$ cat src/rtl/mul_by255_seq.sv
// Sequential X*255 over a 16-bit bus: P = (X<<8) - X, one 16-bit slice per cycle with a borrow chain.
// Optional MUL255_SAT32_EN clamps P to 32 bits and flags ovf on overflow.
module mul_by255_seq #(
    parameter int DW = 16,
    parameter int XW = 32
) (
    input  logic          clk,
    input  logic          rst_n,
    input  logic [DW-1:0] din,
    input  logic          ld_hi,
    input  logic          ld_lo,
    input  logic          start,
    input  logic [1:0]    rd_sel,
    output logic [DW-1:0] dout,
    output logic          busy,
    output logic          done
);

    typedef enum logic [2:0] {
        S_IDLE = 3'd0,
        S_SUB0 = 3'd1,
        S_SUB1 = 3'd2,
        S_SUB2 = 3'd3,
        S_DONE = 3'd4
    } state_t;

    state_t          r_state;
    state_t          w_state_nxt;
    logic [XW-1:0]   r_x;
    logic [39:0]     r_p;
    logic            r_borrow;

    logic            w_idle_like;
    logic            w_load;
    logic            w_go;
    logic            w_ovf;
    logic [39:0]     w_m;
    logic [39:0]     w_s;
    logic [16:0]     w_diff0;
    logic [16:0]     w_diff1;
    logic [7:0]      w_diff2;

    assign w_idle_like = (r_state == S_IDLE) || (r_state == S_DONE);
    assign w_load      = w_idle_like && (ld_hi || ld_lo);
    // A load in the same cycle as start wins, so X never changes under a running operation.
    assign w_go        = w_idle_like && start && !(ld_hi || ld_lo);

    assign w_m     = {r_x, 8'h00};
    assign w_s     = {8'h00, r_x};
    assign w_diff0 = {1'b0, w_m[15:0]}  - {1'b0, w_s[15:0]};
    assign w_diff1 = {1'b0, w_m[31:16]} - {1'b0, w_s[31:16]} - {16'b0, r_borrow};
    assign w_diff2 = w_m[39:32] - w_s[39:32] - {7'b0, r_borrow};

    always_comb begin
        w_state_nxt = r_state;
        case (r_state)
            S_IDLE: if (w_go) w_state_nxt = S_SUB0;
            S_SUB0: w_state_nxt = S_SUB1;
            S_SUB1: w_state_nxt = S_SUB2;
            S_SUB2: w_state_nxt = S_DONE;
            S_DONE: begin
                if (w_load)    w_state_nxt = S_IDLE;
                else if (w_go) w_state_nxt = S_SUB0;
            end
            default: w_state_nxt = S_IDLE;
        endcase
    end

`ifdef MUL255_SAT32_EN
    logic r_ovf;
    assign w_ovf = r_ovf;
`else
    assign w_ovf = 1'b0;
`endif

    always_ff @(posedge clk) begin
        if (!rst_n) begin
            r_state  <= S_IDLE;
            r_x      <= '0;
            r_p      <= '0;
            r_borrow <= 1'b0;
`ifdef MUL255_SAT32_EN
            r_ovf    <= 1'b0;
`endif
        end else begin
            r_state <= w_state_nxt;
            if (w_load) begin
                if (ld_hi) r_x[31:16] <= din;
                if (ld_lo) r_x[15:0]  <= din;
            end
`ifdef MUL255_SAT32_EN
            if (w_go) r_ovf <= 1'b0;
`endif
            case (r_state)
                S_SUB0: begin
                    r_p[15:0] <= w_diff0[15:0];
                    r_borrow  <= w_diff0[16];
                end
                S_SUB1: begin
                    r_p[31:16] <= w_diff1[15:0];
                    r_borrow   <= w_diff1[16];
                end
                S_SUB2: begin
`ifdef MUL255_SAT32_EN
                    // Top byte is never exposed in clamped mode; any nonzero value means overflow.
                    r_p[39:32] <= 8'h00;
                    if (w_diff2 != 8'h00) begin
                        r_p[31:0] <= 32'hFFFF_FFFF;
                        r_ovf     <= 1'b1;
                    end
`else
                    r_p[39:32] <= w_diff2;
`endif
                end
                default: ;
            endcase
        end
    end

    assign busy = (r_state == S_SUB0) || (r_state == S_SUB1) || (r_state == S_SUB2);
    assign done = (r_state == S_DONE);

    always_comb begin
        dout = '0;
        case (rd_sel)
            2'd0:    dout = r_p[15:0];
            2'd1:    dout = r_p[31:16];
            2'd2:    dout = {{(DW-8){1'b0}}, r_p[39:32]};
            default: dout = {{(DW-3){1'b0}}, w_ovf, busy, done};
        endcase
    end

endmodule

$ cat config.mk
export PLATFORM = sky130hd
export DESIGN_NAME = mul_by255_seq
export DESIGN_NICKNAME = d
export VERILOG_FILES = /design/src/rtl/mul_by255_seq.sv
export SDC_FILE = /design/constraint.sdc
export NUM_CORES = 1
export LEC_CHECK = 0
export BUFFER_PORTS_ARGS = -buffer_cell sky130_fd_sc_hd__buf_2
export CORE_UTILIZATION = 58
export CTS_BUF_LIST = sky130_fd_sc_hd__clkbuf_8
export DETAILED_ROUTE_END_ITERATION = 8
export GPL_TIMING_DRIVEN = 0
export PLACE_DENSITY = 0.78
export SYNTH_ARGS = -nofsm -noshare
export SYNTH_HDL_FRONTEND = slang
export SYNTH_SLANG_ARGS = --single-unit
$ cat constraint.sdc
create_clock -name clk -period 4.9 [get_ports clk]
set_input_delay 0.98 -clock clk [delete_from_list [all_inputs] [get_ports clk]]
set_output_delay 0.98 -clock clk [all_outputs]
set_load 0.1 [all_outputs]
== Word level (Yosys, flattened, before mapping) ==
Index checks and enable logic that the tools add are counted.

* Add/sub/neg operators: 4
* Multipliers: 0
* Divide/modulo/power cells: 0
* Magnitude comparators: 0
* Equal/unequal tests: 6
* Shift-type cells: 0
* Muxes and demuxes: 5
* Bitwise gates (word level): 0
* Reductions and logical operators: 13

{| class="wikitable"
|+ Operator list
! operator !! count
|-
| case mux 16 bit (3 select lines) || 1
|-
| subtractor 16 x 16 -> 17 bit || 2
|-
| subtractor 17 x 1 -> 17 bit || 1
|-
| case mux 3 bit (5 select lines) || 1
|-
| subtractor 8 x 1 -> 8 bit || 1
|-
| equality test 3 x 2 -> 1 bit, second input constant || 2
|-
| two-way mux 3 bit || 2
|-
| logical OR 1 bit || 4
|-
| AND reduction 2 bit || 2
|-
| equality test 3 x 1 -> 1 bit, second input constant || 1
|-
| equality test 3 bit, second input constant || 1
|-
| logical AND 1 bit || 3
|-
| logical NOT 3 bit || 1
|-
| equality test 2 x 1 -> 1 bit, second input constant || 1
|-
| equality test 2 bit, second input constant || 1
|-
| logical NOT 2 bit || 1
|-
| case mux 1 bit (2 select lines) || 1
|-
| nonzero test 2 bit || 1
|-
| logical NOT 1 bit || 1
|}

* Flip-flop bits (word level): 76
* Latch bits: 0
* Bits in writable memories: 0
* Memory bits (read-only): 0
* Input port bits: 23
* Output and inout port bits: 18
* Logic and storage cells: 35
* Memories: 0

== Logic depth before layout (Yosys ltp) ==
Gate-level depths: netlist (run 1).

* Depth in word-level cells: 7
* Gate-level depth with buffers: 10

== Worst setup path before layout (run 1) ==
Ideal clock, no wire load.

* Path kind: input -> output
* From: in rd_sel[0]
* To: out dout[2]
* Arrival time: 3550 ps
* Data required time: 3920 ps
* Slack: 370 ps
* Stages on the path: 3
* Path buffers: 1
* Cell sequence: clkbuf_1 mux2i_1 o21ai_0

* Cells in the longest elaborated chain, start to end: 2
* Elaborated cells on any way between the ends: 4

{| class="wikitable"
|+ RTL lines
! element !! line !! source
|-
| start, declared || 13 || <nowiki>input logic [1:0] rd_sel,</nowiki>
|-
| equality test 2 bit, or another cell as far along || 125 || <nowiki>case (rd_sel)</nowiki>
|-
| case mux 16 bit (3 select lines) * || 125 ||
|-
| end, declared || 14 || <nowiki>output logic [DW-1:0] dout,</nowiki>
|}

Every way passes the cells marked *; elsewhere a longest branch is shown, timed or not.

== Worst setup path in the final report (run 1) ==
* From: in rd_sel[0]
* To: out dout[6]

Same word-level chain as after synthesis.

==> results of run 1 <==
==> worst paths after layout <==
kind,endpoint,from,slack (ns)
setup / recovery,dout[6],rd_sel[0],1.32
hold / removal,r_x[10]$_SDFFE_PN0P_,r_x[10]$_SDFFE_PN0P_,0.46
setup reg to reg,r_p[26]$_SDFFE_PN0P_,r_x[16]$_SDFFE_PN0P_,1.87
hold reg to reg,r_x[10]$_SDFFE_PN0P_,r_x[10]$_SDFFE_PN0P_,0.46
==> worst max-delay path: cells and delay by family <==
family,cells,cell delay [ns]
AO/OA/AOI/OAI,1,0.15
buffers and inverters,3,1.33
multiplexers,1,0.13
==> flip-flops by register name (all words and copies together) (netlist names) <==
name	cells
r_state	3
r_x	32
r_p	40
r_borrow	1
==> power by group through the flow <==
stage / Combinational (mW) / Sequential [mW] / Clock (mW)
3_3_place_gp: 0.638 / 0.720 / 0
6_report: 0.675 / 0.709 / 0.595
3_5_place_dp: 0.658 / 0.722 / 0
5_1_grt: 0.745 / 0.712 / 0.628
2_1_floorplan: 0.524 / 0.703 / 0
4_1_cts: 0.665 / 0.707 / 0.597
==> per-layer routing <==
metal	wire (microns)	up-vias
met5	0	-
met4	480	0
met3	714	38
met2	6161	166
met1	5471	2108
li1	-	2192
==> area by class of cell <==
class                           count  share of cell area [%]
Buffer                             28                   2.061
Clock buffer                       10                   2.605
Clock inverter                      6                   2.108
Inverter                           56                   3.979
Multi-Input combinational cell    450                   54.43
Sequential cell                    76                   28.80
Tap cell                          102                   2.416
Timing Repair Buffer               38                   3.600
==> per-stage QoR <==
stage,setup WS [ns],cell area (sq um),cells,util (%),hold slack (ns)
2_1_floorplan,0.3696,4716,610,-,0.4312
3_3_place_gp,1.371,5034,750,64.47,0.4383
3_5_place_dp,1.329,5034,750,64.47,0.4480
4_1_cts,1.322,5283,766,67.66,0.4594
5_1_grt,1.242,5283,766,67.66,0.4756
6_report,1.324,5283,766,67.66,0.4578
==> placed cells by master, fill, tap and decap left out, types with 7 or more instances in the layout <==
| cell | instances |
|---|---|
| buf_2 | 41 |
| nand2_1 | 120 |
| nor3_1 | 7 |
| clkbuf_8 | 10 |
| or3_1 | 8 |
| a211oi_1 | 10 |
| nand3_1 | 14 |
| xor2_1 | 9 |
| dfxtp_1 | 76 |
| clkbuf_1 | 23 |
| o21ai_1 | 13 |
| mux2i_1 | 15 |
| ha_1 | 41 |
| inv_1 | 57 |
| a21oi_1 | 67 |
| nor2_1 | 36 |
| xnor2_1 | 15 |
| o21ai_0 | 10 |
==> cell families after synthesis <==
group / share of synthesized area (%)
xor+xnor: 4.458
mux: 4.139
fa+ha+maj: 11.73
buf+inv: 6.766
flops: 32.26
simple gates: 21.01
compound gates: 19.63
==> results by group, run 1 <==
Logic synthesis
  • Syn nets: 676
  • Fraction of registers with async set/reset: 0%
  • Synth Register Bits: 76
  • Post-synth top cells: nand2_1 (120), dfxtp_1 (76), a21oi_1 (67)
  • Share of the synthesized area in the top cell type: 32.26%
  • Cell taking the most area after synthesis: dfxtp_1
  • Seq/Total Area, Yosys: 32.26%
  • Instance count of the mapped netlist: 610
  • Distinct cell type count after synthesis: 53
  • YS warnings: 0
  • Synth Flop Type: dfxtp_1
  • Top post-synthesis cells by area: dfxtp_1 (32%), ha_1 (11%), nand2_1 (9.6%), a21oi_1 (7.1%), inv_1 (4.5%)
  • Mapped Area: 4716 sq um
  • Most frequent cell after synthesis: nand2_1
  • Number of synthesized flops with an enable pin: 0
  • Syn Area/Cell: 7.731 sq um

Power and ir drop
  • Sequential share of power: 35.8%
  • PD cells: 374.5 nW/um^2
  • Power Total: 1.978 mW
  • VDD IR-drop max: 0.0002192 V
  • Sw frac: 35.85%
  • Logic pwr share: 34.1%
  • Power Internal: 1.269 mW
  • Psw: 0.7093 mW
  • Clk pwr share: 30.1%
  • LEAKAGE: 2.280 nW

Floorplan
  • Die area: 8495 sq um
  • Die X: 92.17 microns
  • Die height: 92.17 microns
  • # rows: 32
  • Starting Density: 60.40%
  • Core Region: 7807 sq um
  • # IOs: 41

STA
  • Worst slew pin tran: 0.6686 ns
  • Shortest period the worst path allows: 3.576 ns
  • Max Freq: 279.6 MHz
  • Count of final setup violators: 0
  • Clk_skew: 0.005783 ns
  • Hold Violations, Final: 0
  • Slew HR: 55.23%
  • Pins Over Slew Limit: 0
  • Period utilization: 72.98%
  • RSZ-0062 raised after global routing: no
  • Final setup TNS: 0 ns

Clock network
  • Clock Path Buffers: 2
  • Clk sinks: 76
  • Post-CTS sizing: 0
  • Post-CTS Hold Buffers: 0
  • Inserted Clock Buffers: 9
  • Clock Latency Late Sink: 0.36 ns
  • Clock slew at reported path FFs: 0.08 ns
  • Root Buffer Master: clkbuf_8
  • CTS tree: built
  • Setup bufs post-CTS: 0
  • CTS H-Tree Depth: 3

Routing
  • Drt wl/cell: 16.75 microns
  • Drt first pass iters: 6
  • Routed WL: 12830 microns
  • # DRC: 0
  • Final ANT Viol Nets: 0
  • Initial DRC Count: 321
  • Vias per cell: 5.880
  • Via count: 4504

Global route
  • M3 GR Usage: 5.473%
  • Global Route Usage Sum: 31.83%
  • Initial antenna violation count: 0
  • Met1 Use GR: 40.50%
  • Most Crowded Layer GR: met2
  • GRT overflow: 0
  • Pin count of the biggest net entering global routing: 14
  • First-pass GRT wire length: 20600 microns
  • M2 GR Usage: 52.30%
  • Vias in the first global route: 4135

Hold path
  • Hold Path Cell Cnt: 2
  • Tightest Hold Check Type: flop to flop

Cells and area
  • Register Area: 1521 sq um
  • Synth-to-Final Area Change: 12.02%
  • Layout fillers: 685
  • Antenna cells: 0
  • Share of layout cells above drive strength 1: 9.639%
  • Final net count: 725
  • Multi-input gate area: 2875 sq um

Worst setup path
  • Crit-path max cell delay: 0.47 ns
  • Critical path data arrival time: 2.60 ns
  • Crit path capture type: output pin
  • WS Path Type: input port to output pin
  • Crit path cell chain: clkbuf_1 -> buf_2 -> mux2i_1 -> o21ai_1 -> buf_2
  • Crit-path most repeated cell: buf_2
  • Worst Reg-to-Reg Cells: 9
  • Critical Path RT: 3.92 ns
  • Crit path launch type: input port
  • Crit-path max FO: 10
  • Slowest CP cell: clkbuf_1

Status
  • Outcome: finished clean

Place
  • Detailed placement HPWL: 10020 microns
  • GPL Wtd Cong: 0.9003
  • Port Buffer Count: 38

Flow run
  • MaxCap Viol Count: 0
(Power assumes the default switching activity.)
==> run 2: changes to the inputs <==
--- a/config.mk
+++ b/config.mk
@@ -6,11 +6,11 @@
 export NUM_CORES = 1
 export LEC_CHECK = 0
 export BUFFER_PORTS_ARGS = -buffer_cell sky130_fd_sc_hd__buf_2
-export CORE_UTILIZATION = 58
+export CORE_UTILIZATION = 56
 export CTS_BUF_LIST = sky130_fd_sc_hd__clkbuf_8
 export DETAILED_ROUTE_END_ITERATION = 8
 export GPL_TIMING_DRIVEN = 0
-export PLACE_DENSITY = 0.78
+export PLACE_DENSITY = 0.79
 export SYNTH_ARGS = -nofsm -noshare
 export SYNTH_HDL_FRONTEND = slang
 export SYNTH_SLANG_ARGS = --single-unit
==> constraint.sdc (replaced) <==
create_clock -name clk -period 2.9 [get_ports clk]
set_input_delay 0.58 -clock clk [delete_from_list [all_inputs] [get_ports clk]]
set_output_delay 0.58 -clock clk [all_outputs]
set_load 0.1 [all_outputs]
==> results by group, run 2 (synthesis gave the netlist of run 1 again) <==
Status
  • Outcome: finished clean

Hold path
  • Hold Startpoint: r_p[21]$_SDFFE_PN0P_
  • Tightest Hold Check Type: flop to flop
  • Hold Path Cell Cnt: 2 (unchanged)
  • Hold Path End: r_p[21]$_SDFFE_PN0P_

Cells and area
  • Post-layout util: 65.43% (-2.2 points)
  • Antenna cells: 0 (unchanged)
  • Commonest non-fill, non-tap cell in the layout: nand2_1
  • Commonest cells after routing, fill and taps aside: nand2_1 (120), dfxtp_1 (75), a21oi_1 (67)
  • Share of layout cells above drive strength 1: 12.78% (+3.1 points)
  • Reg with most FFs: r_p
  • Final Cell Area: 5349 sq um (+1.3%)
  • Final net count: 727 (+0.28%)
  • Synth-to-Final Area Change: 13.43%
  • Layout fillers: 741 (+8.2%)
  • Largest register FFs: 40 (unchanged)
  • Largest regs: r_p (40), r_x (32), r_state (3)

STA
  • Hold_ws: 0.4591 ns (+0.001247 ns)
  • Period utilization: 98.68%
  • Slew HR: 55.97% (+0.74 points)
  • Worst slew pin tran: 0.6604 ns (-0.008222 ns)
  • Count of final setup violators: 0 (unchanged)
  • Clk_skew: 0.006090 ns (+0.0003079 ns)
  • Pins Over Slew Limit: 0 (unchanged)
  • Hold Violations, Final: 0 (unchanged)
  • Shortest period the worst path allows: 2.862 ns
  • Max Freq: 349.4 MHz

Clock network
  • Clock slew at reported path FFs: 0.08 ns (about the same)
  • Root Buffer Master: clkbuf_8
  • CTS H-Tree Depth: 3 (unchanged)
  • Clock Latency Late Sink: 0.35 ns (about the same)
  • Clock Path Buffers: 2 (unchanged)
  • Inserted Clock Buffers: 9 (unchanged)
  • CTS tree: built
  • Clk sinks: 76 (unchanged)

Worst setup path
  • WS Path Type: flop to flop
  • R2r setup slk: 0.04 ns (-1.83 ns)
  • Worst Reg-to-Reg Cells: 9 (unchanged)
  • Reg2reg start: r_x[16]$_SDFFE_PN0P_
  • Critical path data arrival time: 3.09 ns (+0.49 ns)
  • Crit path launch type: flop
  • Crit path capture type: flop
  • Crit-path max FO: 4 (-6)
  • Critical Path RT: 3.13 ns (-0.79 ns)
  • RR Endpoint: r_p[26]$_SDFFE_PN0P_

Global route
  • Initial antenna violation count: 0 (unchanged)
  • Global Route Usage Sum: 30.32% (-1.5 points)
  • First-pass GRT wire length: 20130 microns (-2.2%)
  • Pin count of the biggest net entering global routing: 14 (unchanged)
  • GRT overflow: 0 (unchanged)
  • Vias in the first global route: 4131 (-0.097%)

Routing
  • Routed WL: 12550 microns (-2.1%)
  • Drt first pass iters: 5 (-1)
  • Via count: 4385 (-2.6%)
  • # DRC: 0 (unchanged)
  • Final ANT Viol Nets: 0 (unchanged)
  • Drt wl/cell: 16.30 microns (-2.7%)
  • Initial DRC Count: 263 (-18%)
  • Vias per cell: 5.695 (-3.1%)

Place
  • Port Buffer Count: 38 (unchanged)
  • Placed Area: 5079 sq um (+0.89%)
  • Detailed placement HPWL: 9943 microns (-0.72%)
  • GPL Wtd Cong: 0.9542 (+6.0%)

Floorplan
  • # rows: 33 (+3.1%)
  • Starting Density: 57.68% (-2.7 points)
  • Die height: 93.77 microns (+1.7%)
  • Die area: 8792 sq um (+3.5%)
  • # IOs: 41 (unchanged)
  • Die X: 93.77 microns (+1.7%)
  • Core Region: 8175 sq um (+4.7%)

Power and ir drop
  • VDD IR-drop max: 0.0004445 V (+100%)
  • PD cells: 627.3 nW/um^2 (+67%)
  • LEAKAGE: 2.295 nW (+0.68%)

Flow run
  • MaxCap Viol Count: 0 (unchanged)
## run 2: cell types whose count changed in the layout (fill, tap and decap cells not counted), sizes merged
cell,before,now
clkbuf,33,32
inv,58,57
clkinv,1,2
buf,43,45
## run 2: how the worst max path moves through the flow
stage                    startpoint              endpoint  slack [ns]
6_report       r_x[16]$_SDFFE_PN0P_  r_p[26]$_SDFFE_PN0P_        0.04
5_1_grt        r_x[16]$_SDFFE_PN0P_  r_p[26]$_SDFFE_PN0P_       -0.02
4_1_cts        r_x[16]$_SDFFE_PN0P_  r_p[30]$_SDFFE_PN0P_        0.05
3_5_place_dp   r_x[16]$_SDFFE_PN0P_  r_p[30]$_SDFFE_PN0P_       -0.09
3_3_place_gp   r_x[16]$_SDFFE_PN0P_  r_p[26]$_SDFFE_PN0P_       -0.10
2_1_floorplan             rd_sel[0]               dout[2]       -0.08
## run 2: timing repair
item                       CTS  global route
pin swaps                    2             1
resized for setup            3             2
hold buffers                 0             0
setup endpoints to repair    2             2
buffers inserted             0             2
## run 2: layer usage
layer	track usage (%)	vias to the layer above	part of all wire (%)	wire (microns)
li1	-	2196	-	-
met2	51.52	115	47	5921
met1	38.79	2052	45	5706
met3	4.288	22	5.2	650
met4	11.28	0	2.2	274
met5	0	-	0	0
## run 2: power breakdown
| part | internal, mW | switching (mW) | total [mW] | leakage, nW |
|---|---|---|---|---|
| registers | 1.12 | 0.0784 | 1.20 | 0.620 |
| logic | 0.449 | 0.738 | 1.19 | 1.56 |
| clock network | 0.570 | 0.402 | 0.972 | 0.120 |
## run 2: per-stage QoR
step	power [mW]	setup TNS (ns)	setup slack [ns]	cells
6_report	3.355	0	0.03824	770
5_1_grt	3.521	-0.01846	-0.01557	770
4_1_cts	3.329	0	0.05165	768
3_5_place_dp	2.356	-0.1667	-0.08569	753
3_3_place_gp	2.329	-0.1433	-0.1041	753
2_1_floorplan	2.080	-0.07926	-0.07926	610
## run 2: worst max-delay path: stages (launching register included)
cell	delay, ns
dfxtp_1	0.34
inv_1	0.09
fa_1	0.45
fa_2	0.38
nand2b_4	0.17
a2111oi_4	0.47
o21ai_2	0.16
a221o_1	0.35
mux2i_2	0.23
a21oi_1	0.10
## run 2: area by class of cell
type | count | area [sq um] | share of cell area, %
Multi-Input combinational cell | 450 | 2934 | 54.85
Sequential cell | 76 | 1523 | 28.47
Inverter | 56 | 210.2 | 3.930
Timing Repair Buffer | 40 | 205.2 | 3.836
Tap cell | 105 | 131.4 | 2.456
Clock buffer | 9 | 123.9 | 2.316
Clock inverter | 6 | 112.6 | 2.105
Buffer | 28 | 108.9 | 2.035
==> run 3: changes to the inputs <==
--- a/config.mk
+++ b/config.mk
@@ -5,12 +5,13 @@
 export SDC_FILE = /design/constraint.sdc
 export NUM_CORES = 1
 export LEC_CHECK = 0
+export ABC_AREA = 1
 export BUFFER_PORTS_ARGS = -buffer_cell sky130_fd_sc_hd__buf_2
 export CORE_UTILIZATION = 56
 export CTS_BUF_LIST = sky130_fd_sc_hd__clkbuf_8
 export DETAILED_ROUTE_END_ITERATION = 8
 export GPL_TIMING_DRIVEN = 0
-export PLACE_DENSITY = 0.79
+export PLACE_DENSITY = 0.78
 export SYNTH_ARGS = -nofsm -noshare
 export SYNTH_HDL_FRONTEND = slang
 export SYNTH_SLANG_ARGS = --single-unit
==> results by group, run 3 <==
Worst setup path
  • R2r setup slk: 0.63 ns (+0.59 ns)
  • Crit-path max FO: 10 (+6)
  • Critical Path RT: 2.32 ns (-0.81 ns)
  • RR Endpoint: r_p[28]$_SDFFE_PN0P_
  • Critical path data arrival time: 1.97 ns (-1.12 ns)
  • Crit path capture type: output pin
  • Crit path launch type: input port
  • Crit-path most repeated cell: buf_2
  • Reg2reg start: r_x[16]$_SDFFE_PN0P_
  • WS Path Type: input port to output pin
  • CP delay by family, top: buffers and inverters
  • Worst Setup SP: rd_sel[1]
  • Critical path buffers and inverters: 3 (+2)
  • Slowest CP cell: buf_2
  • Crit path cell chain: buf_2 -> nor2_2 -> clkinv_1 -> o221ai_1 -> buf_2
  • Worst Reg-to-Reg Cells: 15 (+6)
  • Crit-path max cell delay: 0.47 ns (about the same)

Logic synthesis
  • Post-synth top cells: inv_1 (150), nand2_1 (128), dfxtp_1 (76)
  • Mapped Area: 4981 sq um (+5.6%)
  • Fraction of registers with async set/reset: 0% (unchanged)
  • Share of the synthesized area in the top cell type: 30.55% (-1.7 points)
  • Synth Register Bits: 76 (unchanged)
  • Top post-synthesis cells by area: dfxtp_1 (31%), inv_1 (11%), ha_1 (10%), nand2_1 (9.6%), a21oi_1 (6.8%)
  • YS warnings: 0 (unchanged)
  • Synth Flop Type: dfxtp_1
  • Instance count of the mapped netlist: 740 (+21%)
  • Distinct cell type count after synthesis: 37 (-30%)
  • Syn nets: 806 (+19%)
  • Cell taking the most area after synthesis: dfxtp_1
  • Seq/Total Area, Yosys: 30.55% (-1.7 points)
  • Syn Area/Cell: 6.731 sq um (-13%)
  • Most frequent cell after synthesis: inv_1
  • Number of synthesized flops with an enable pin: 0 (unchanged)

Global route
  • Initial antenna violation count: 0 (unchanged)
  • Met1 Use GR: 43.36% (+4.6 points)
  • First-pass GRT wire length: 20800 microns (+3.3%)
  • M3 GR Usage: 4.265% (-0.023 points)
  • M2 GR Usage: 48.11% (-3.4 points)
  • Global Route Usage Sum: 30.81% (+0.50 points)
  • Pin count of the biggest net entering global routing: 14 (unchanged)
  • Vias in the first global route: 4252 (+2.9%)
  • Most Crowded Layer GR: met2
  • GRT overflow: 0 (unchanged)

Routing
  • Vias per cell: 5.371 (-5.7%)
  • # DRC: 0 (unchanged)
  • Drt wl/cell: 15.08 microns (-7.5%)
  • Routed WL: 13630 microns (+8.6%)
  • Via count: 4855 (+11%)
  • Initial DRC Count: 330 (+25%)
  • Drt first pass iters: 5 (unchanged)
  • Final ANT Viol Nets: 0 (unchanged)

Power and ir drop
  • LEAKAGE: 2.828 nW (+23%)
  • VDD IR-drop max: 0.0003659 V (-18%)
  • Power Total: 3.230 mW (-3.7%)
  • PD cells: 585.6 nW/um^2 (-6.6%)

Clock network
  • Clock Path Buffers: 2 (unchanged)
  • Inserted Clock Buffers: 9 (unchanged)
  • Post-CTS sizing: 0 (-3)
  • Root Buffer Master: clkbuf_8
  • CTS tree: built
  • Clock slew at reported path FFs: 0.08 ns (about the same)
  • Setup bufs post-CTS: 0 (unchanged)
  • Post-CTS Hold Buffers: 0 (unchanged)
  • Clk sinks: 76 (unchanged)
  • CTS H-Tree Depth: 3 (unchanged)
  • Clock Latency Late Sink: 0.35 ns (about the same)

Cells and area
  • Largest regs: r_p (40), r_x (32), r_state (3)
  • Commonest cells after routing, fill and taps aside: inv_1 (151), nand2_1 (128), dfxtp_1 (76)
  • Antenna cells: 0 (unchanged)
  • Reg with most FFs: r_p
  • Commonest non-fill, non-tap cell in the layout: inv_1
  • Largest register FFs: 40 (unchanged)
  • Final net count: 857 (+18%)
  • Share of layout cells above drive strength 1: 12.69% (-0.094 points)
  • Synth-to-Final Area Change: 10.75%

Floorplan
  • Core Region: 8678 sq um (+6.2%)
  • Die X: 96.31 microns (+2.7%)
  • Die height: 96.31 microns (+2.7%)
  • # rows: 34 (+3.0%)
  • Starting Density: 57.40% (-0.29 points)
  • # IOs: 41 (unchanged)
  • Die area: 9276 sq um (+5.5%)

Place
  • Post-Place Worst Slack: 0.3720 ns (+0.4577 ns)
  • GPL Wtd Cong: 0.9708 (+1.7%)
  • Port Buffer Count: 40 (+5.3%)
  • Detailed placement HPWL: 10990 microns (+11%)

Flow run
  • MaxCap Viol Count: 0 (unchanged)

STA
  • Max Freq: 392.0 MHz (+12%)
  • Worst slew pin tran: 0.5695 ns (-0.09090 ns)
  • Shortest period the worst path allows: 2.551 ns (-0.3106 ns)
  • Period utilization: 87.97% (-11 points)
  • Count of final setup violators: 0 (unchanged)
  • Clk_skew: 0.007217 ns (+0.001126 ns)
  • Pins Over Slew Limit: 0 (unchanged)
  • Slew HR: 62.03% (+6.1 points)
  • Final setup margin: 0.3488 ns (+0.3106 ns)
  • RSZ-0062 raised after global routing: no
  • Hold Violations, Final: 0 (unchanged)

Hold path
  • Hold Startpoint: r_p[17]$_SDFFE_PN0P_
  • Tightest Hold Check Type: flop to flop
  • Hold Path Cell Cnt: 2 (unchanged)
  • Hold Path End: r_p[17]$_SDFFE_PN0P_

Status
  • Outcome: finished clean
run 3: changes by cell type after synthesis, moves of 10 or more:
cell | before | now
xnor2_1 | 15 | 3
nand3_1 | 14 | 39
a21oi_2 | 0 | 10
mux2i_1 | 15 | 0
clkbuf_1 | 23 | 8
nor2_1 | 36 | 60
o21ai_0 | 10 | 47
o21ai_1 | 13 | 26
inv_1 | 56 | 150
a211oi_1 | 10 | 0
inv_2 | 0 | 10
run 3: routing by layer:
metal | vias up | wire [microns]
met2 | 198 | 5885
met5 | - | 0
met3 | 19 | 891
met1 | 2186 | 6564
met4 | 0 | 291
li1 | 2452 | -
run 3: how the worst max path moves through the flow:
stage | cells past startpoint | slack, ns | to
floorplan | 3 | -0.29 | dout[2]
global placement | 5 | 0.39 | dout[2]
detailed placement | 5 | 0.37 | dout[5]
CTS | 5 | 0.37 | dout[5]
global route | 5 | 0.26 | dout[5]
finish | 5 | 0.35 | dout[4]
run 3: area by class of cell:
type                            instances  area (sq um)
Buffer                                 21         120.1
Clock buffer                           10         137.6
Clock inverter                          6         40.04
Fill cell                             837          3162
Inverter                              162         608.1
Multi-Input combinational cell        481          2754
Sequential cell                        76          1521
Tap cell                              108         135.1
Timing Repair Buffer                   40         200.2
run 3: through the flow:
| step | cell area, sq um | setup TNS, ns | util, % | hold slack (ns) | instances |
|---|---|---|---|---|---|
| floorplan | 5004 | -2.653 | - | 0.4302 | 740 |
| global placement | 5339 | 0 | 61.52 | 0.4636 | 888 |
| global route | 5517 | 0 | 63.57 | 0.5147 | 904 |
| finish | 5517 | 0 | 63.57 | 0.4896 | 904 |
| detailed placement | 5339 | 0 | 61.52 | 0.4727 | 888 |
| CTS | 5517 | 0 | 63.57 | 0.4867 | 904 |
run 3: worst min-delay path, stage by stage (launching register included):
cell and delay, ns:
dfxtp_1 0.30, inv_1 0.08, a21oi_1 0.07
run 3: power by group:
part / internal (mW) / switching [mW]
Sequential: 1.12 / 0.0518
Clock: 0.332 / 0.411
Combinational: 0.427 / 0.888
Total: 1.88 / 1.35
run 3: cell families after synthesis:
family / share of synthesized area [%]
simple gates: 21.13
buf+inv: 14.62
compound gates: 19.27
fa+ha+maj: 11.10
flops: 30.55
xor+xnor: 3.341
